[src/rtl/output_token_writer_if.sv]
// ============================================================================
// Module      : output_token_writer_if
// Description : Load/FIFO-write bundle between the firing-state FSM, the
//               output token writer and the two output FIFOs.
// Revision    : 1.0 - initial release
// ============================================================================
`default_nettype none

interface output_token_writer_if #(
   parameter int WORD_SIZE = 16
);
   logic                     en_wr_output_fifo;
   logic [2*WORD_SIZE-1:0]   result;
   logic [2*WORD_SIZE-1:0]   status;
   logic [WORD_SIZE-1:0]     pop_out_fifo_result;
   logic [WORD_SIZE-1:0]     pop_out_fifo_status;
   logic                     wr_out_result;
   logic                     wr_out_status;
   logic [WORD_SIZE-1:0]     data_out_result;
   logic [WORD_SIZE-1:0]     data_out_status;
   logic                     ready;
   logic                     done_out;
   logic                     dropped;

   modport master (
      output en_wr_output_fifo, result, status,
             pop_out_fifo_result, pop_out_fifo_status,
      input  wr_out_result, wr_out_status, data_out_result, data_out_status,
             ready, done_out, dropped
   );

   modport slave (
      input  en_wr_output_fifo, result, status,
             pop_out_fifo_result, pop_out_fifo_status,
      output wr_out_result, wr_out_status, data_out_result, data_out_status,
             ready, done_out, dropped
   );
endinterface

`default_nettype wire

[src/rtl/output_token_writer.sv]
// ============================================================================
// Module      : output_token_writer
// Description : Latches result/status tokens and writes each as low then high
//               word into the result and status FIFOs in lock-step.
// Revision    : 1.0 - initial release
// ============================================================================
`default_nettype none

module output_token_writer #(
   parameter int WORD_SIZE   = 16,
   parameter int BUFFER_SIZE = 1024
) (
   input  logic                 clk,
   input  logic                 rst,
   output_token_writer_if.slave bus
);

   localparam int FW = WORD_SIZE + 1;

   localparam logic [2:0] c_IDLE  = 3'd0;
   localparam logic [2:0] c_CHECK = 3'd1;
   localparam logic [2:0] c_WR_LO = 3'd2;
   localparam logic [2:0] c_WR_HI = 3'd3;
   localparam logic [2:0] c_DONE  = 3'd4;

   localparam logic [FW-1:0] c_BUF_SIZE = FW'(BUFFER_SIZE);
   localparam logic [FW-1:0] c_PAIR     = FW'(2);

   logic [2:0]             r_state;
   logic [2*WORD_SIZE-1:0] r_result;
   logic [2*WORD_SIZE-1:0] r_status;
   logic                   r_dropped;

   logic [FW-1:0]          w_pop_result;
   logic [FW-1:0]          w_pop_status;
   logic [FW-1:0]          w_free_result;
   logic [FW-1:0]          w_free_status;
   logic                   w_space_ok;
   logic                   w_ready;

   // A population beyond capacity is treated as a full FIFO, not wrapped.
   assign w_pop_result  = {1'b0, bus.pop_out_fifo_result};
   assign w_pop_status  = {1'b0, bus.pop_out_fifo_status};
   assign w_free_result = (w_pop_result > c_BUF_SIZE) ? '0 : (c_BUF_SIZE - w_pop_result);
   assign w_free_status = (w_pop_status > c_BUF_SIZE) ? '0 : (c_BUF_SIZE - w_pop_status);
   assign w_space_ok    = (w_free_result >= c_PAIR) && (w_free_status >= c_PAIR);
   assign w_ready       = (r_state == c_IDLE) || (r_state == c_DONE);

   always_ff @(posedge clk or negedge rst) begin
      if (!rst) begin
         r_state   <= c_IDLE;
         r_result  <= '0;
         r_status  <= '0;
         r_dropped <= 1'b0;
      end else begin
         case (r_state)
            c_IDLE, c_DONE: begin
               if (bus.en_wr_output_fifo) begin
                  r_result <= bus.result;
                  r_status <= bus.status;
                  r_state  <= c_CHECK;
               end else begin
                  r_state  <= c_IDLE;
               end
            end
            c_CHECK: begin
               if (w_space_ok) begin
                  r_state <= c_WR_LO;
               end
            end
            c_WR_LO: r_state <= c_WR_HI;
            c_WR_HI: r_state <= c_DONE;
            default: r_state <= c_IDLE;
         endcase

         if (bus.en_wr_output_fifo && !w_ready) begin
            r_dropped <= 1'b1;
         end
      end
   end

   // Outputs depend only on registered state, never on the load strobe.
   always_comb begin
      bus.wr_out_result   = 1'b0;
      bus.wr_out_status   = 1'b0;
      bus.data_out_result = '0;
      bus.data_out_status = '0;
      case (r_state)
         c_WR_LO: begin
            bus.wr_out_result   = 1'b1;
            bus.wr_out_status   = 1'b1;
            bus.data_out_result = r_result[WORD_SIZE-1:0];
            bus.data_out_status = r_status[WORD_SIZE-1:0];
         end
         c_WR_HI: begin
            bus.wr_out_result   = 1'b1;
            bus.wr_out_status   = 1'b1;
            bus.data_out_result = r_result[2*WORD_SIZE-1:WORD_SIZE];
            bus.data_out_status = r_status[2*WORD_SIZE-1:WORD_SIZE];
         end
         default: ;
      endcase
   end

   assign bus.ready    = w_ready;
   assign bus.done_out = (r_state == c_DONE);
   assign bus.dropped  = r_dropped;

endmodule

`default_nettype wire

[src/flat_wrapper.sv]
// flat-port wrapper written by rule: the top's interface ports become plain ports
module output_token_writer_flat 
#(
   parameter int WORD_SIZE   = 16,
   parameter int BUFFER_SIZE = 1024
)
  (clk, rst, bus_en_wr_output_fifo, bus_result, bus_status, bus_pop_out_fifo_result, bus_pop_out_fifo_status, bus_wr_out_result, bus_wr_out_status, bus_data_out_result, bus_data_out_status, bus_ready, bus_done_out, bus_dropped);
  output_token_writer_if #(.WORD_SIZE(WORD_SIZE)) bus_i ();
  input  logic clk;
  input  logic rst;
  input wire logic [$bits(bus_i.en_wr_output_fifo)-1:0] bus_en_wr_output_fifo;
  input wire logic [$bits(bus_i.result)-1:0] bus_result;
  input wire logic [$bits(bus_i.status)-1:0] bus_status;
  input wire logic [$bits(bus_i.pop_out_fifo_result)-1:0] bus_pop_out_fifo_result;
  input wire logic [$bits(bus_i.pop_out_fifo_status)-1:0] bus_pop_out_fifo_status;
  output wire logic [$bits(bus_i.wr_out_result)-1:0] bus_wr_out_result;
  output wire logic [$bits(bus_i.wr_out_status)-1:0] bus_wr_out_status;
  output wire logic [$bits(bus_i.data_out_result)-1:0] bus_data_out_result;
  output wire logic [$bits(bus_i.data_out_status)-1:0] bus_data_out_status;
  output wire logic [$bits(bus_i.ready)-1:0] bus_ready;
  output wire logic [$bits(bus_i.done_out)-1:0] bus_done_out;
  output wire logic [$bits(bus_i.dropped)-1:0] bus_dropped;
  assign bus_i.en_wr_output_fifo = bus_en_wr_output_fifo;
  assign bus_i.result = bus_result;
  assign bus_i.status = bus_status;
  assign bus_i.pop_out_fifo_result = bus_pop_out_fifo_result;
  assign bus_i.pop_out_fifo_status = bus_pop_out_fifo_status;
  assign bus_wr_out_result = bus_i.wr_out_result;
  assign bus_wr_out_status = bus_i.wr_out_status;
  assign bus_data_out_result = bus_i.data_out_result;
  assign bus_data_out_status = bus_i.data_out_status;
  assign bus_ready = bus_i.ready;
  assign bus_done_out = bus_i.done_out;
  assign bus_dropped = bus_i.dropped;
  output_token_writer #(.WORD_SIZE(WORD_SIZE), .BUFFER_SIZE(BUFFER_SIZE)) u_core (.clk(clk), .rst(rst), .bus(bus_i));
endmodule
[config.mk]
export PLATFORM = sky130hd
export DESIGN_NAME = output_token_writer_flat
export DESIGN_NICKNAME = d
export VERILOG_FILES = /design/src/rtl/output_token_writer_if.sv /design/src/rtl/output_token_writer.sv /design/src/flat_wrapper.sv
export SDC_FILE = /design/constraint.sdc
export NUM_CORES = 1
export LEC_CHECK = 0
export ABC_AREA = 0
export ABC_CLOCK_PERIOD_IN_PS = 3100
export CAP_MARGIN = 20
export CORE_MARGIN = 2
export CORE_UTILIZATION = 47
export CTS_CLUSTER_DIAMETER = 150
export DETAILED_ROUTE_END_ITERATION = 10
export MAX_ROUTING_LAYER = met4
export PLACE_DENSITY = 0.88
export SETUP_SLACK_MARGIN = 0.3
export SYNTH_ARGS = -nofsm -noshare
export SYNTH_HDL_FRONTEND = slang
export SYNTH_SLANG_ARGS = --single-unit
export TNS_END_PERCENT = 1
[constraint.sdc]
create_clock -name clk -period 3.1 [get_ports clk]
set_clock_uncertainty 0.1 [all_clocks]
set_input_delay 0.62 -clock clk [delete_from_list [all_inputs] [get_ports clk]]
set_output_delay 0.62 -clock clk [all_outputs]
set_load 0.02 [all_outputs]
* Yosys cells after proc, flatten, opt, wreduce, memory -nomap -nowiden *
Index checks and enable logic that the tools add are counted.

storage, ports and cells
  register bits = 68
  input bits = 99
  output and inout bits = 37
  logic and storage cells = 31

cells by class
  $add $sub $neg = 2
  $lt $le $gt $ge = 4
  equal/unequal tests = 5
  mux-type cells = 8
  reductions and logical operators = 8

operators with widths
  kind                                                                number
  case mux 16 bit (2 select lines)                                    2
  greater-or-equal comparator 17 x 2 -> 1 bit, second input constant  2
  two-way mux 17 bit                                                  2
  subtractor 11 x 16 -> 17 bit, first input constant                  2
  > comparator 16 x 11 -> 1 bit, second input constant                2
  case mux 3 bit (4 select lines)                                     1
  == test 3 x 2 -> 1 bit, second input constant                       2
  OR reduction 2 bit                                                  2
  == test 3 x 1 -> 1 bit, second input constant                       1
  == test 3 bit, second input constant                                1
  logical NOT 3 bit                                                   1
  two-way mux 3 bit                                                   1
  logical AND 1 bit                                                   2
  two-way mux 1 bit                                                   2
  != test 2 x 1 -> 1 bit, second input constant                       1
  AND reduction 2 bit                                                 1
  logical NOT 1 bit                                                   1
  logical OR 1 bit                                                    1

* Logic depth before layout (Yosys ltp) *
Gate-level depths: netlist of the first run.

  word-level depth = 6
  mapped depth = 8
  depth with buffers taken out = 8

* Least setup slack after synthesis of the first run *
OpenSTA, ideal clock, no wires.

  path kind = input port to flip-flop
  from = input port bus_pop_out_fifo_result[12]
  to = register u_core.r_state[1]
  setup time = 0.120 ns
  arrival = 2.104 ns
  data required time = 2.880 ns
  path slack = 0.777 ns
  stages on the path = 6
  buffers on the path = 0
  cell sequence = or3_4 xor2_1 or4_1 a2111oi_2 a31oi_1 and3_1

between the ends
  longest elaborated chain between the ends = 5
  elaborated cells on any way between the ends = 6
  classes of those cells = add/sub: 1; order compare: 2; eq/ne: 1; mux: 1; reduce/logical: 1

RTL lines
  what                                                                                  RTL line                   RTL
  start, declared                                                                       flat_wrapper.sv:14         input wire logic [$bits(bus_i.pop_out_fifo_result)-1:0] bus_pop_out_fifo_result;
  subtractor 11 x 16 -> 17 bit / > comparator 16 x 11 -> 1 bit (equally long branches)  output_token_writer.sv:44  assign w_free_result = (w_pop_result > c_BUF_SIZE) ? '0 : (c_BUF_SIZE - w_pop_result);
  two-way mux 17 bit (*)                                                                output_token_writer.sv:44
  greater-or-equal comparator 17 x 2 -> 1 bit (*)                                       output_token_writer.sv:46  assign w_space_ok = (w_free_result >= c_PAIR) && (w_free_status >= c_PAIR);
  logical AND 1 bit (*)                                                                 output_token_writer.sv:46
  != test 2 x 1 -> 1 bit (no line) (*)                                                  n/a
  end signal, assigned                                                                  output_token_writer.sv:51  r_state <= c_IDLE;
  end signal, assigned                                                                  output_token_writer.sv:61  r_state <= c_CHECK;
  end signal, assigned                                                                  output_token_writer.sv:63  r_state <= c_IDLE;
  end, declared                                                                         output_token_writer.sv:29  logic [2:0] r_state;

Every way passes the cells marked *; elsewhere a longest branch is shown, timed or not.
A chain may end at the register's enable or synchronous reset.

* Worst setup path in the final report of the first run *
  from = register u_core.r_state[2]
  to = output port bus_data_out_result[5]

between the ends
  longest elaborated chain between the ends = 2
  elaborated cells on any way between the ends = 3
  classes of those cells = eq/ne: 2; mux: 1

RTL lines
  what                                  RTL line                   RTL
  == test 3 x 2 -> 1 bit                output_token_writer.sv:88  case (r_state)
  case mux 16 bit (2 select lines) (*)  output_token_writer.sv:88
  end, declared                         flat_wrapper.sv:18         output wire logic [$bits(bus_i.data_out_result)-1:0] bus_data_out_result;

Marks and branches as above.

==> out/qor.txt, run 1 <==
status -> finished clean
syn_area_per_cell -> 11.6 µm²
clk sink count -> 68
library cells used by synthesis -> 43
TritonRoute pass-1 iters -> 4
hpwl dp -> 6.28 mm
Slew @ Worst Pin -> 0.841 ns
largest net degree at the start of global routing -> 69
DIE AREA -> 8150 µm²
final std cells w/o fill -> 544
gr ovfl total -> 0
root buf cell -> clkbuf_8
Syn Nets -> 403
Min Hold Slack -> 0.359 ns
Syn Inst Count -> 302
Power Density -> 914 nW/µm²
dpl cells -> 526
multi-input logic area -> 1700 µm²
post-CTS sizing -> 0
1st-iter DRT viols -> 79
Total GRT Usage -> 22.8%
Worst setup EP type -> primary output
wirelength, routed -> 8.86 mm
Register Area -> 1700 µm²
Rel. slew slack -> 43.9%
via density per instance -> 5.25
final setup violation count -> 0
Post-CTS Setup Bufs -> 2
WP data arrival -> 1.98 ns
# diodes -> 0
Routed met3 length -> 667 µm
WL per Instance -> 16.3 µm
Max Freq -> 0.371 GHz
sequential share of the synthesized area -> 48.7%
Worst Hold Class -> primary input to async pin
CTS tree -> done
via count -> 2855
fin crit period -> 2.70 ns
maximum vdd drop -> 0.556 mV
Hold Buf Count CTS -> 0
die height -> 90.3 µm
DRC viols -> 0
final setup TNS -> 0 ns
worst-skew pair later-pin latency -> 0.33 ns
Core Area -> 7210 µm²
RSZ-0062 raised after global routing -> false
port bufs -> 135
mapped cell area -> 3500 µm²
Max Buffers Root-to-Sink -> 2
DRT antenna net count -> 0
critical path launch point type -> register
I/O pins -> 136
DR WL met2 -> 4.16 mm
crit-path max FO -> 23
H-tree levels -> 3
final worst-path cycle share -> 87.0%
Ys Warns -> 0
initial antenna violation count -> 0
FILL cells -> 526
CTS clk-pin slew, worst paths -> 0.07 ns
Fin. Hold Viols -> 0
Final Util -> 72.7%
Max Cap Viol -> 0
gpl congestion -> 0.849
Top Metal Used -> met4
Pleak -> 0.00215 µW
Area Overhead vs Synth -> 50.0%
CTS Buf Count -> 9
layout cells sized above 1 -> 22.0%
fin nets -> 541
vias in the first global route -> 2985
Setup CP Type -> register to primary output
Die X -> 90.3 µm
#FFs+latches synth -> 68
Slew Viols, Final -> 0
Critical Path RT -> 2.38 ns
first-pass GRT wire length -> 14.4 mm
met1 WL -> 3.96 mm
Site Rows -> 31
initial core utilization -> 48.5%
[final timing paths]
kind	from	endpoint	slack [ns]	cells after the start
worst min register to register	u_core.bus.dropped	u_core.bus.dropped	0.38	1
worst min-delay path	rst	u_core.r_status[17]	0.36	2
worst max-delay path	u_core.r_state[2]	bus_data_out_result[5]	0.40	4
max in group asynchronous	rst	u_core.r_state[0]	1.94	2
worst max register to register	u_core.r_state[1]	u_core.r_state[1]	1.09	6
min in group clk	u_core.bus.dropped	u_core.bus.dropped	0.38	1
[Yosys cell counts, drive strengths merged]
| master | instances | share of area, % |
|---|---|---|
| nand2b | 3 | 0.54 |
| or3 | 1 | 0.32 |
| nor3b | 2 | 0.43 |
| o21ai | 6 | 0.86 |
| and3 | 1 | 0.18 |
| xor2 | 1 | 0.25 |
| nand3 | 2 | 0.29 |
| nor3 | 6 | 1.0 |
| and2 | 4 | 0.72 |
| mux2 | 64 | 21 |
| or4 | 5 | 1.3 |
| a2111oi | 1 | 0.43 |
| nor4 | 2 | 0.36 |
| xnor2 | 2 | 0.50 |
| inv | 7 | 0.75 |
| nor2 | 42 | 4.6 |
| o2bb2ai | 1 | 0.25 |
| a31oi | 2 | 0.36 |
| a21oi | 3 | 0.43 |
| ha | 2 | 0.72 |
| a211oi | 1 | 0.21 |
| nand4 | 3 | 0.54 |
| buf | 11 | 1.5 |
| o31ai | 1 | 0.21 |
| o211ai | 1 | 0.21 |
| or3b | 1 | 0.25 |
| o41ai | 1 | 0.25 |
| dfrtp | 68 | 49 |
| nor4b | 1 | 0.25 |
| nand3b | 1 | 0.21 |
| nor2b | 3 | 0.54 |
| clkbuf | 5 | 0.54 |
| o2111ai | 1 | 0.25 |
| mux2i | 33 | 9.4 |
| a21o | 1 | 0.21 |
| a32oi | 1 | 0.25 |
| nand2 | 10 | 1.1 |
| o221ai | 2 | 0.50 |
[state kept, by name, indices dropped and copies added (netlist names)]
name                flops
u_core.r_result        32
u_core.r_status        32
u_core.r_state          3
u_core.bus.dropped      1
[area by class of cell]
class / count / area share (%)
sequential: 68 / 32.5
multi-input combinational: 211 / 32.4
timing repair buffer: 143 / 27.3
clock inverter: 7 / 2.65
clock buffer: 9 / 2.36
tap: 99 / 2.36
inverter: 7 / 0.501
[per-layer routing]
metal  global-route usage [%]  vias up
met4                     5.64        0
met1                     28.9     1388
met3                     8.01        6
li1                         -     1346
met2                     35.5      115
met5                        -        -
[critical path, stage by stage, from the launching register on]
cell and delay [ns]:
dfrtp_1 0.40, nand2b_1 0.18, buf_4 0.24, nor2_1 0.19, clkdlybuf4s50_1 0.63
[per-stage QoR]
step           power [µW]  setup WS, ns  instance area (µm²)
4_1_cts              4840         0.389                 5250
5_1_grt              5070         0.330                 5250
3_3_place_gp         3760         0.234                 4970
2_1_floorplan        2970         0.777                 3500
6_report             4790         0.404                 5250
3_5_place_dp         3840         0.201                 4970
[kinds of logic (layout without fill, tap and decap cells)]
group / count (synthesis) / after routing / synth area share (%)
buffers and inverters: 23 / 166 / 2.83
DFF: 68 / 68 / 48.7
AOI/OAI and AO/OA: 22 / 22 / 4.44
xor gates and xnor gates: 3 / 3 / 0.751
and+or+nand+nor: 87 / 87 / 12.6
adders and majority gates: 2 / 2 / 0.715
muxes: 97 / 97 / 30.1
[report_power, final]
part	switching, µW	leakage (µW)	total [µW]	internal, µW
registers	249	0.000799	1590	1340
clock network	340	0.000133	954	614
logic	1020	0.00122	2250	1230
[placed cells by master, fill, tap and decap left out, types with 2 or more instances in the layout]
| master | count |
|---|---|
| a21oi_1 | 3 |
| a31oi_1 | 2 |
| and2_1 | 3 |
| buf_12 | 2 |
| buf_4 | 6 |
| bufinv_16 | 4 |
| clkbuf_8 | 9 |
| clkdlybuf4s50_1 | 134 |
| clkinv_2 | 2 |
| dfrtp_1 | 67 |
| ha_1 | 2 |
| inv_1 | 7 |
| mux2_2 | 64 |
| mux2i_1 | 33 |
| nand2_1 | 10 |
| nand2b_1 | 3 |
| nand3_1 | 2 |
| nand4_1 | 3 |
| nor2_1 | 41 |
| nor2b_1 | 3 |
| nor3_1 | 5 |
| nor3b_1 | 2 |
| nor4_1 | 2 |
| o21ai_0 | 6 |
| o221ai_1 | 2 |
| or4_1 | 3 |
| or4_4 | 2 |
| xnor2_1 | 2 |
(Power assumes the default switching activity.)
==> run 2, diff against run 1 <==
--- a/config.mk
+++ b/config.mk
@@ -10,10 +10,11 @@
 export CAP_MARGIN = 20
 export CORE_MARGIN = 2
 export CORE_UTILIZATION = 47
+export CTS_BUF_LIST = sky130_fd_sc_hd__clkbuf_8 sky130_fd_sc_hd__clkbuf_16
 export CTS_CLUSTER_DIAMETER = 150
 export DETAILED_ROUTE_END_ITERATION = 10
 export MAX_ROUTING_LAYER = met4
-export PLACE_DENSITY = 0.88
+export PLACE_DENSITY = 0.85
 export SETUP_SLACK_MARGIN = 0.3
 export SYNTH_ARGS = -nofsm -noshare
 export SYNTH_HDL_FRONTEND = slang
==> run 2 against run 1 <==
  * Sequential power is essentially flat
  * Non-clock buffer count rose by 3
  * Critical endpoint is now bus_data_out_result[6]
  * Critical path type unchanged
  * First-iteration DRC count is 100% higher
  * Wire length about the same
  * Largest cell class unchanged
==> out/qor.txt, run 2 (synthesis gave the netlist of run 1 again) <==
status -> finished clean (unchanged)
vias in the first global route -> 3101 (was 2985)
final worst-path cycle share -> 86.9% (was 87.0%)
RSZ-0062 raised after global routing -> true (was false)
TritonRoute pass-1 iters -> 4 (unchanged)
DRC viols -> 0 (unchanged)
fin crit period -> 2.69 ns (was 2.70 ns)
most frequent cells in the layout -> 134 x clkdlybuf4s50_1, 67 x dfrtp_1, 64 x mux2_2, 41 x nor2_1, 33 x mux2i_1 (unchanged)
CTS clk-pin slew, worst paths -> 0.08 ns (was 0.07 ns)
Hold Buf Count CTS -> 0 (unchanged)
DIE AREA -> 8150 µm² (unchanged)
Die X -> 90.3 µm (unchanged)
final setup TNS -> 0 ns (unchanged)
Fin. Hold Viols -> 0 (unchanged)
via density per instance -> 5.31 (was 5.25)
Slew @ Worst Pin -> 0.774 ns (was 0.841 ns)
Largest regs -> u_core.r_result (32), u_core.r_status (32), u_core.r_state (3) (unchanged)
Max Cap Viol -> 0 (unchanged)
root buf cell -> clkbuf_8 (unchanged)
Final Util -> 73.2% (was 72.7%)
I/O pins -> 136 (unchanged)
maximum vdd drop -> 0.520 mV (was 0.556 mV)
crit path cell chain -> nand2b_1 -> buf_4 -> nor2_1 -> clkdlybuf4s50_1 (unchanged)
Total GRT Usage -> 23.1% (was 22.8%)
Buf/Inv on CP -> 2 (unchanged)
wirelength, routed -> 8.86 mm (about the same)
H-tree levels -> 3 (unchanged)
Area Overhead vs Synth -> 51.0% (was 50.0%)
Core Area -> 7210 µm² (unchanged)
die height -> 90.3 µm (unchanged)
gpl congestion -> 0.822 (was 0.849)
1st-iter DRT viols -> 158 (was 79)
Worst setup EP type -> primary output (unchanged)
port bufs -> 135 (unchanged)
Pleak -> 0.00216 µW (was 0.00215 µW)
via count -> 2902 (was 2855)
hpwl dp -> 6.45 mm (was 6.28 mm)
worst-skew pair later-pin latency -> 0.32 ns (was 0.33 ns)
DRT antenna net count -> 0 (unchanged)
Setup CP Type -> register to primary output (unchanged)
CTS Buf Count -> 9 (unchanged)
Max Freq -> 0.371 GHz (about the same)
final setup violation count -> 0 (unchanged)
crit-path max FO -> 33 (was 23)
CTS tree -> done (unchanged)
WP data arrival -> 1.97 ns (was 1.98 ns)
gr ovfl total -> 0 (unchanged)
Slew Viols, Final -> 0 (unchanged)
most common cell after layout, fill and taps aside -> clkdlybuf4s50_1 (unchanged)
critical path launch point type -> register (unchanged)
initial antenna violation count -> 0 (unchanged)
Site Rows -> 31 (unchanged)
Critical Path RT -> 2.38 ns (about the same)
Power Density -> 902 nW/µm² (was 914 nW/µm²)
largest net degree at the start of global routing -> 37 (was 69)
# diodes -> 0 (unchanged)
Slowest cell on crit path -> clkdlybuf4s50_1 (unchanged)
Rel. slew slack -> 48.4% (was 43.9%)
CP peak stage delay -> 0.66 ns (was 0.63 ns)
initial core utilization -> 48.5% (unchanged)
first-pass GRT wire length -> 14.8 mm (was 14.4 mm)
fin nets -> 544 (was 541)
clk sink count -> 68 (unchanged)
Max Buffers Root-to-Sink -> 2 (unchanged)
CP top delay family -> buffers and inverters (unchanged)
Worst Hold Class -> primary input to async pin (unchanged)
layout cells sized above 1 -> 22.5% (was 22.0%)
WL per Instance -> 16.2 µm (was 16.3 µm)
run 2: layer usage:
layer / up-vias / share of wire [%] / track usage [%]
met5: - / 0 / -
met4: 0 / 1.3 / 7.56
met3: 13 / 7.0 / 6.18
met2: 110 / 50 / 38.3
met1: 1423 / 42 / 27.5
li1: 1356 / - / -
run 2: metrics by stage:
step / total power (µW) / std cells / area [µm²] / worst slack, ns / hold slack [ns]
floorplan: 2970 / 302 / 3500 / 0.777 / 0.224
global placement: 3760 / 527 / 5000 / 0.232 / 0.360
detailed placement: 3850 / 527 / 5000 / 0.221 / 0.378
CTS: 4770 / 543 / 5250 / 0.295 / 0.265
global route: 5060 / 547 / 5280 / 0.295 / 0.311
finish: 4760 / 547 / 5280 / 0.406 / 0.250
run 2: area by class of cell:
cell class              instances  area [µm²]
clock buffers                  10         138
clock inverters                 6         111
fillers                       548        1930
inverters                       7        26.3
multi-input cells             211        1700
flip-flops and latches         68        1710
well taps                      99         124
repair buffers                146        1480
run 2: worst paths after layout:
path / cells past startpoint / slack [ns] / from / end
max: 4 / 0.41 / u_core.r_state[2] / bus_data_out_result[6]
min: 1 / 0.25 / rst / u_core.r_status[4]
max reg2reg: 5 / 0.89 / u_core.r_state[0] / u_core.r_result[23]
min reg2reg: 1 / 0.39 / u_core.bus.dropped / u_core.bus.dropped
max in group asynchronous: 2 / 1.97 / rst / u_core.r_result[27]
min in group clk: 1 / 0.39 / u_core.bus.dropped / u_core.bus.dropped
run 2: repair_timing:
item | CTS | global route
endpoints found under the setup margin | 21 | 16
buffers inserted | 0 | 4
resized for setup | 1 | 0
hold endpoints to repair | 0 | 0
run 2: report_power, final:
part           leakage [µW]  internal [µW]  switching (µW)
registers          0.000799           1340             262
logic               0.00124           1260            1010
clock network      0.000122            556             335
total               0.00216           3160            1610
==> variant 1, RTL diff (settings of run 1) <==
Reset style: synchronous (`rst`), changed in one clocked block.
--- a/src/rtl/output_token_writer.sv
+++ b/src/rtl/output_token_writer.sv
@@ -46,7 +46,7 @@
    assign w_space_ok    = (w_free_result >= c_PAIR) && (w_free_status >= c_PAIR);
    assign w_ready       = (r_state == c_IDLE) || (r_state == c_DONE);
 
-   always_ff @(posedge clk or negedge rst) begin
+   always_ff @(posedge clk) begin
       if (!rst) begin
          r_state   <= c_IDLE;
          r_result  <= '0;
Check against the original RTL: differs if rst is asserted again (counterexample within 4 cycles, from zero or initial values and one cycle with rst low); with rst held inactive, the same outputs for 10 cycles.
==> variant 1 against run 1 <==
  * Cell area fell by 2.7%
  * Wire length increased by 2.8%
  * Largest cell class is now multi-input combinational cells
  * Critical path depth did not move
  * Critical path type unchanged
  * Synthesized cell count rose by 44%
  * Area after synthesis down 0.64%
  * Via count increased by 18%
  * Sequential cell count did not move
  * Highest routed layer unchanged
  * Setup slack lost 0.028 ns
Power is not compared: it rests on default switching activity, and its combinational part moved more than twofold at a synthesized area within 25%.
==> variant 1: results (changes against run 1) <==
| Metric | Value |
|---|---|
| Post-synthesis sequential area ratio | 39.2% (was 48.7%) |
| Synthesized instance count | 435 (was 302) |
| Top_reg_cell synth | dfxtp_1 (was dfrtp_1) |
| First-pass GRT wire length | 15300 µm (was 14400 µm) |
| Asr flop ratio synth | 0% (was 100%) |
| DP Area | 4870 µm² (was 4970 µm²) |
| Mapped Nets | 536 (was 403) |
| Cell variety after synth | 46 (was 43) |
| CP Data Arrival Time | 2.00 ns (was 1.98 ns) |
| Setup slack at placement | 0.206 ns (was 0.201 ns) |
| Inst Count DP | 645 (was 526) |
| Routed wire length | 9110 µm (was 8860 µm) |
| Outcome | completed (unchanged) |
| Gr usage total | 23.3% (was 22.8%) |
| Post-synth top cells | nand2_1, dfxtp_1, a21boi_0 (was dfrtp_1, mux2_2, nor2_1) |
| Postcts setup bufs | 0 (was 2) |
| Area contributors post-synth | dfxtp_1, nand2_1, a21boi_0 (was dfrtp_1, mux2_2, mux2i_1) |
| Slew @ Worst Pin | 0.946 ns (was 0.841 ns) |
| Worst-path fanout max | 20 (was 23) |
| Final GP Congestion | 0.886 (was 0.849) |
| Hpwl dp | 6540 µm (was 6280 µm) |
| Via density | 5.11 (was 5.25) |
| Fill cells | 563 (was 526) |
| Initial DRC count | 105 (was 79) |
| Worst Hold Class | reg -> reg (was in -> async) |
variant 1: final timing paths:
check,startpoint,cells past startpoint,endpoint,slack (ns)
setup / recovery,u_core.r_state[0],4,bus_data_out_result[15],0.38
hold / removal,u_core.r_result[6],2,u_core.r_result[6],0.37
setup reg to reg,u_core.r_state[0],6,u_core.r_status[22],0.93
hold reg to reg,u_core.r_result[6],2,u_core.r_result[6],0.37
variant 1: power by group through the flow:
| stage | combinational (W) | clock [W] | sequential, W |
|---|---|---|---|
| after floorplan | 0.000182 | 0 | 0.000965 |
| after global placement | 0.000342 | 0 | 0.000978 |
| after detailed placement | 0.000352 | 0 | 0.000981 |
| after CTS | 0.000354 | 0.000823 | 0.000961 |
| after global routing | 0.000387 | 0.000868 | 0.000967 |
| final | 0.000352 | 0.000808 | 0.000961 |
variant 1: cell type report:
type                    instances  area share (%)
inverters                       7           0.515
flip-flops and latches         68            26.7
clock buffers                  10            2.70
well taps                      99            2.43
multi-input cells             330            37.9
clock inverters                 6            1.72
repair buffers                141            28.0
variant 1: cells by family after synthesis:
| group | count (synthesis) | synth area share, % |
|---|---|---|
| mux | 34 | 9.83 |
| fa+ha+maj | 2 | 0.720 |
| simple gates | 209 | 26.0 |
| flops | 68 | 39.2 |
| xor+xnor | 4 | 1.01 |
| buf+inv | 37 | 5.26 |
| compound gates | 81 | 18.0 |
variant 1: per-stage QoR:
stage	hold WS (ns)	util, %
6_report	0.366	70.8
5_1_grt	0.393	70.8
4_1_cts	0.369	70.7
3_5_place_dp	0.359	67.6
3_3_place_gp	0.351	67.6
2_1_floorplan	0.321	-
variant 1: per-layer routing:
layer  track usage (%)  wire (µm)
met1              26.0       3940
met2              41.0       4520
met3              6.79        575
met4              6.28         72
met5                 -          0
==> variant 2, RTL diff (settings of run 1) <==
Without the edit above. `WORD_SIZE` is set to 16 in 3 places; all go to 8.
--- a/src/rtl/output_token_writer_if.sv
+++ b/src/rtl/output_token_writer_if.sv
@@ -7,7 +7,7 @@
 `default_nettype none
 
 interface output_token_writer_if #(
-   parameter int WORD_SIZE = 16
+   parameter int WORD_SIZE = 8
 );
    logic                     en_wr_output_fifo;
    logic [2*WORD_SIZE-1:0]   result;
--- a/src/rtl/output_token_writer.sv
+++ b/src/rtl/output_token_writer.sv
@@ -7,7 +7,7 @@
 `default_nettype none
 
 module output_token_writer #(
-   parameter int WORD_SIZE   = 16,
+   parameter int WORD_SIZE   = 8,
    parameter int BUFFER_SIZE = 1024
 ) (
    input  logic                 clk,
--- a/src/flat_wrapper.sv
+++ b/src/flat_wrapper.sv
@@ -1,7 +1,7 @@
 // flat-port wrapper written by rule: the top's interface ports become plain ports
 module output_token_writer_flat 
 #(
-   parameter int WORD_SIZE   = 16,
+   parameter int WORD_SIZE   = 8,
    parameter int BUFFER_SIZE = 1024
 )
   (clk, rst, bus_en_wr_output_fifo, bus_result, bus_status, bus_pop_out_fifo_result, bus_pop_out_fifo_status, bus_wr_out_result, bus_wr_out_status, bus_data_out_result, bus_data_out_status, bus_ready, bus_done_out, bus_dropped);
Interface: changed (6 resized); port bits go from 136 to 72. The function was not compared with the original's and may differ.
==> variant 2 against run 1 <==
  * Sequential cell count shrank 32
  * Total power down 67%
  * Area after synthesis is 46% lower
  * Wire length down 55%
  * First-iteration DRC count decreased by 61%
  * Register-to-register slack about the same
  * Clock power decreased by 57%
  * Setup slack lost 0.00062 ns
  * Fmax barely moved
  * Hold slack worse by 0.053 ns
  * Final cell count fell by 52%
  * Cell area shrank 49%
  * Combinational power is 81% lower
  * Highest routed layer unchanged
==> variant 2: results (changes against run 1) <==
| Metric | Value |
|---|---|
| Peak supply drop | 0.000414 V (was 0.000556 V) |
| Buffers on Ports | 71 (was 135) |
| Mapped Nets | 194 (was 403) |
| Postcts setup bufs | 0 (was 2) |
| Max_slew headroom | 47.8% (was 43.9%) |
| Vias in the first global route | 1348 (was 2985) |
| Cell variety after synth | 26 (was 43) |
| Reg area | 901 µm² (was 1700 µm²) |
| Largest net degree at the start of global routing | 37 (was 69) |
| First-pass GRT wire length | 6180 µm (was 14400 µm) |
| Met3 Usage GRT | 5.91% (was 8.01%) |
| Synth Register Bits | 36 (was 68) |
| Via density | 4.99 (was 5.25) |
| NumNets Final | 264 (was 541) |
| Signal buffers | 72 (was 143) |
| Setup slack at placement | 0.629 ns (was 0.201 ns) |
| H-tree depth | 2 (was 3) |
| Layout cells sized above 1 | 21.7% (was 22.0%) |
| GR Util met2 | 31.2% (was 35.5%) |
| Worst-path fanout max | 16 (was 23) |
| Outcome | completed (unchanged) |
| Leakage power | 1.23 nW (was 2.15 nW) |
| Num CTS Buffers | 5 (was 9) |
| M1 GR Usage | 23.7% (was 28.9%) |
| Largest regs | u_core.r_result x16, u_core.r_status x16, u_core.r_state x3 (was u_core.r_result x32, u_core.r_status x32, u_core.r_state x3) |
| Post-synth top cells | dfrtp_1, mux2_4, nor2_1 (was dfrtp_1, mux2_2, nor2_1) |
| Area contributors post-synth | dfrtp_1, mux2_4, mux2i_1 (was dfrtp_1, mux2_2, mux2i_1) |
| Final clock-cell share | 4.15% (was 5.01%) |
| DRT met1 WL | 1790 µm (was 3960 µm) |
| #MultiIn Comb | 89 (was 211) |
-- variant 2: changes by cell type after synthesis, moves of 4 or more --
cell and delta:
buf_2 -6, buf_6 +5, dfrtp_1 -32, mux2_2 -61
mux2_4 +30, mux2i_1 -17, nand2_1 -9, nor2_1 -23
nor3_1 -4, o21ai_0 -4
-- variant 2: final timing paths --
kind	start	to	slack, ns	depth (start not counted)
max in group asynchronous	rst	u_core.r_result[1]	2.10	1
min in group clk	u_core.bus.dropped	u_core.bus.dropped	0.38	1
hold reg to reg	u_core.bus.dropped	u_core.bus.dropped	0.38	1
hold / removal	rst	u_core.r_status[6]	0.31	1
setup / recovery	u_core.r_state[0]	bus_data_out_status[0]	0.40	4
setup reg to reg	u_core.r_state[0]	u_core.r_status[5]	1.09	4
-- variant 2: stage by stage --
stage | instances | instance area (µm²) | utilization, %
final | 260 | 2680 | 71.7
after global routing | 260 | 2680 | 71.7
after CTS | 260 | 2680 | 71.6
after detailed placement | 252 | 2570 | 68.6
after global placement | 252 | 2570 | 68.6
after floorplan | 141 | 1870 | -
-- variant 2: cells by family (layout without fill, tap and decap cells) --
| logic type | Yosys count | after routing | share of synthesized area [%] |
|---|---|---|---|
| compound gates | 4 | 4 | 1.40 |
| fa+ha+maj | 2 | 2 | 1.34 |
| buf+inv | 16 | 87 | 5.48 |
| flops | 36 | 36 | 48.1 |
| mux | 49 | 49 | 34.4 |
| simple gates | 34 | 34 | 9.22 |
-- variant 2: power by group --
group	internal (W)	switching, W	total [W]
registers	0.000632	0.0000972	0.000730
logic	0.000310	0.000114	0.000424
clock network	0.000238	0.000173	0.000411
total	0.00118	0.000385	0.00156
